==> src/rtl/branch_predict_ctrl.sv <==
// branch_predict_ctrl: BHT branch prediction in IF, resolution/flush/PC-select in EX, with saturating stats
module branch_predict_ctrl #(
  parameter int ADDR_W      = 32,
  parameter int BHT_ENTRIES = 16,
  parameter int CTR_W       = 2,
  parameter int STAT_W      = 16
) (
  input  logic              clk,
  input  logic              rst_n,
  input  logic [ADDR_W-1:0] if_pc,
  output logic              if_pred_taken,
  input  logic [ADDR_W-1:0] ex_pc,
  input  logic              ex_pred_taken,
  input  logic              zero,
  input  logic              negative,
  input  logic              overflow,
  input  logic              jump,
  input  logic              branchbeq,
  input  logic              branchbne,
  input  logic              branchblez,
  input  logic              branchbgtz,
  output logic [1:0]        out,
  output logic              flush,
  output logic [STAT_W-1:0] stat_branches,
  output logic [STAT_W-1:0] stat_mispred
);
  localparam int IDX_W = $clog2(BHT_ENTRIES);
  localparam logic [CTR_W-1:0] ctr_init = CTR_W'((1 << (CTR_W - 1)) - 1);
  logic [CTR_W-1:0] bht [BHT_ENTRIES];
  logic [IDX_W-1:0] if_idx, ex_idx;
  logic [CTR_W-1:0] ex_ctr;
  logic is_br, taken, upd, mis;
  logic unused_pc;
  assign if_idx = if_pc[IDX_W+1:2];
  assign ex_idx = ex_pc[IDX_W+1:2];
  assign ex_ctr = bht[ex_idx];
  assign unused_pc = ^{if_pc[ADDR_W-1:IDX_W+2], if_pc[1:0], ex_pc[ADDR_W-1:IDX_W+2], ex_pc[1:0]};
  assign if_pred_taken = bht[if_idx][CTR_W-1];
  assign is_br = branchbeq | branchbne | branchblez | branchbgtz;
  assign taken = (branchbeq & zero & ~negative & ~overflow) | (branchbne & ~zero) |
                 (branchblez & (zero | negative)) | (branchbgtz & ~zero & ~negative);
  assign upd = is_br & ~jump;
  assign mis = upd & (taken ^ ex_pred_taken);
  assign out = jump ? 2'd2 : mis ? (taken ? 2'd1 : 2'd3) : 2'd0;
  assign flush = jump | mis;
  // train the resolved branch's counter toward its actual direction, saturating at both ends
  always_ff @(posedge clk or negedge rst_n)
    if (!rst_n)
      for (int i = 0; i < BHT_ENTRIES; i++) bht[i] <= ctr_init;
    else if (upd)
      bht[ex_idx] <= taken ? (&ex_ctr ? ex_ctr : ex_ctr + CTR_W'(1))
                           : (|ex_ctr ? ex_ctr - CTR_W'(1) : ex_ctr);
  // count resolved branches and mispredicts, holding at all-ones instead of wrapping
  always_ff @(posedge clk or negedge rst_n)
    if (!rst_n) begin
      stat_branches <= '0;
      stat_mispred  <= '0;
    end else if (upd) begin
      if (~&stat_branches) stat_branches <= stat_branches + STAT_W'(1);
      if (mis && ~&stat_mispred) stat_mispred <= stat_mispred + STAT_W'(1);
    end
endmodule

==> config.mk <==
export PLATFORM = sky130hd
export DESIGN_NAME = branch_predict_ctrl
export DESIGN_NICKNAME = d
export VERILOG_FILES = /design/src/rtl/branch_predict_ctrl.sv
export SDC_FILE = /design/constraint.sdc
export NUM_CORES = 1
export LEC_CHECK = 0
export CORE_ASPECT_RATIO = 2
export CORE_UTILIZATION = 47
export DETAILED_ROUTE_END_ITERATION = 7
export PLACE_DENSITY_LB_ADDON = 0.12
export REMOVE_ABC_BUFFERS = 1
export SYNTH_ARGS = -nofsm -noshare
export SYNTH_HDL_FRONTEND = slang
export SYNTH_SLANG_ARGS = --single-unit
==> constraint.sdc <==
create_clock -name clk -period 2.3 [get_ports clk]
set_clock_uncertainty 0.15 [all_clocks]
set_input_delay 0.345 -clock clk [delete_from_list [all_inputs] [get_ports clk]]
set_output_delay 0.345 -clock clk [all_outputs]
set_load 0.02 [all_outputs]
==> flow_metrics.py <==
metrics = {
    "setup_path": {
        "r2r-start": "bht[1]",
        "cp.required_ns": 1.80,
        "r2r-end": "bht[1]",
        "path_common_cell": "mux4_2",
        "end_kind": "primary output",
        "ff2ff_path_depth": 7,
        "arrival_ns": 1.83,
        "crit_family": "multiplexers",
        "slowest_delay_ns": 0.49,
        "path_buf_inv": 1,
        "worstPathMaxFanout": 2,
        "worstSetupStartpointType": "flop",
        "cp_cell_sequence": "mux4_2 -> mux4_2 -> buf_6",
        "reg2reg_setup_slack_ns": 0.09,
        "cp_slowest_cell": "mux4_2",
        "critical_path_class": "reg2out",
    },
    "grt": {
        "antenna_found_initial": 0,
        "groute.usage.overall": 0.238,
        "grt_start_max_net_pins": 38,
        "grt_pass1_wl_um": 13900,
        "overflow": 0,
        "grt_pass1_vias": 2839,
    },
    "sta": {
        "finalWorstSetupSlack_ns": -0.0277,
        "period_needed_ns": 2.33,
        "slew_violations": 0,
        "holdWs_ns": 0.228,
        "setup_tns_ns": -0.0277,
        "fmax_mhz": 430,
        "slew_headroom": 0.652,
        "setup_viol": 1,
        "hold_viol": 0,
        "finalCritPeriodShare": 1.01,
        "rsz0062_at_grt": "yes",
        "worstMarginPinSlew_ns": 0.520,
    },
    "floorplan": {
        "die_area_mm2": 0.00780,
        "start_util": 0.484,
        "num_io_pins": 111,
        "dieWidth_um": 62.9,
        "core_area_mm2": 0.00721,
        "num_rows": 44,
        "die_h_um": 124,
    },
    "power_and_ir_drop": {
        "seqPwrFrac": 0.382,
        "power.share.combinational": 0.366,
        "p_clk_frac": 0.252,
        "ir_drop_v": 0.000644,
        "finalPower_mw": 4.94,
        "powerDensity_mw_per_mm2": 1000,
        "sw_frac_of_total": 0.315,
        "p_leak_nw": 2.16,
        "p_sw_mw": 1.56,
        "intPower_mw": 3.38,
    },
    "yosys": {
        "synth_edf_count": 0,
        "synthCells": 271,
        "ys_ff_latch": 64,
        "ys_seq_area_frac": 0.465,
        "async_flop_share": 1.00,
        "synth_flop_cell": "dfrtp_1",
        "syn_area_mm2": 0.00349,
        "synth_warnings": 0,
        "synth_cell_types": 48,
        "syn_area_per_cell_um2": 12.9,
    },
    "place": {
        "gp_congestion": 0.852,
        "dp.cells": 469,
        "hpwl_um": 6190,
        "placed_cell_area_mm2": 0.00458,
        "portBuffers": 54,
    },
    "layout": {
        "final_nets": 471,
        "area_delta_synth_final_pct": 41.3,
        "layoutNonFillerInstCount": 491,
        "mostFrequentLayoutCells": "58 x buf_4, 48 x dfrtp_1, 39 x clkdlybuf4s50_1, 20 x mux2_2, 19 x xnor2_1",
        "final_common_cell": "buf_4",
        "final_layout_size_suffix_gt1_frac": 0.426,
        "antenna_cells": 0,
        "finalInstanceArea_mm2": 0.00493,
    },
    "detailed_routing": {
        "drtPass1Iterations": 4,
        "drc": 0,
        "drtIter0Drc": 90,
        "viasPerCell": 5.41,
        "wire_per_inst_um": 17.2,
        "vias": 2656,
        "drt_wl_total_um": 8470,
        "ant_nets": 0,
    },
    "clock_network": {
        "clk_pin_slew_ns": 0.06,
        "htree_levels": 3,
        "cts_root_buf": "clkbuf_16",
        "cts.sinks": 64,
        "cts_tree": "done",
        "worstSkewPairLatency_ns": 0.33,
        "clk_path_buf_depth": 2,
        "cts_buffers": 9,
    },
    "outcome": {
        "violations": "setup timing",
        "status": "complete, but fails checks",
    },
    "min_path": {
        "hold_class": "in2async",
    },
    "job": {
        "cap_violations": 0,
    },
}
registers in the layout, summed over array words and instances, names as in the netlist:
register and cells:
bht 32, stat_branches 16, stat_mispred 16
how the worst max path moves through the flow:
stage	depth (start not counted)	to	start	slack, ns
finish	3	if_pred_taken	bht[1]	-0.03
detailed placement	4	if_pred_taken	if_pc[2]	-0.72
global route	3	if_pred_taken	bht[3]	-0.05
CTS	3	if_pred_taken	bht[1]	-0.05
floorplan	6	stat_mispred[12]	branchbeq	0.20
global placement	4	if_pred_taken	if_pc[2]	-0.70
through the flow:
stage	worst slack [ns]	utilization
2_1_floorplan	0.195	-
3_3_place_gp	-0.697	0.634
3_5_place_dp	-0.721	0.634
4_1_cts	-0.0548	0.678
5_1_grt	-0.0507	0.684
6_report	-0.0277	0.684
power groups by stage:
| stage | registers (mW) | logic, mW | clock network [mW] |
|---|---|---|---|
| 6_report | 1.89 | 1.81 | 1.24 |
| 5_1_grt | 1.94 | 1.95 | 1.31 |
| 4_1_cts | 1.89 | 1.80 | 1.27 |
| 3_5_place_dp | 1.90 | 1.79 | 0 |
| 3_3_place_gp | 1.89 | 1.76 | 0 |
| 2_1_floorplan | 1.95 | 0.917 | 0 |
cells in the mapped netlist, drive strengths merged, types with 3 or more instances:
cell type  instances  share of area
dfrtp             48           0.34
nand4             14          0.025
nand2             17          0.018
inv                6         0.0065
dfstp             16           0.12
and3               8          0.017
nand2b             3         0.0054
nor3               7          0.010
nor4               4          0.013
mux4              13          0.088
xnor2             19          0.048
o21a               3         0.0065
mux2              41           0.15
nor2              21          0.031
a21oi              6          0.018
mux2i              3          0.012
nand3             10          0.014
xor2               3         0.0075
nand3b             3         0.0065
timing repair:
action,in CTS,in global routing
hold buffers,1,0
buffers inserted,2,2
setup endpoints to repair,21,10
gates cloned,1,0
endpoints found under the hold margin,47,0
resized for setup,30,14
pin swaps,3,4
kinds of logic (layout without fill, tap and decap cells):
family	count (synthesis)	in the layout	share of synthesized area
AOI/OAI and AO/OA	17	17	0.0405
xor gates and xnor gates	22	22	0.0552
DFF	64	64	0.465
adders and majority gates	2	2	0.00717
muxes	57	57	0.251
and+or+nand+nor	99	99	0.168
buffers and inverters	10	138	0.0133
area by class of cell:
type,instances,area [um2]
well taps,92,115
clock buffers,10,239
repair buffers,116,1050
clock inverters,6,35.0
multi-input cells,197,1850
inverters,6,22.5
fillers,553,2280
flip-flops and latches,64,1620
worst register-to-register path, cell delays in order, from the launching register on:
cell and delay [ns]:
dfrtp_1 0.40, buf_4 0.14, buf_4 0.13, mux4_1 0.46, mux2_4 0.31, nor2_4 0.13
a21oi_2 0.09, mux2_2 0.29
per-layer routing:
| layer | share of wire | global-route usage | wire length (um) | vias up |
|---|---|---|---|---|
| li1 | - | - | - | 1252 |
| met2 | 0.55 | 0.429 | 4630 | 67 |
| met3 | 0.038 | 0.0540 | 324 | 22 |
| met4 | 0.039 | 0.144 | 334 | 0 |
| met5 | 0 | 0 | 0 | - |
| met1 | 0.38 | 0.249 | 3180 | 1315 |
No activity file was read; power rests on OpenSTA's default activity.
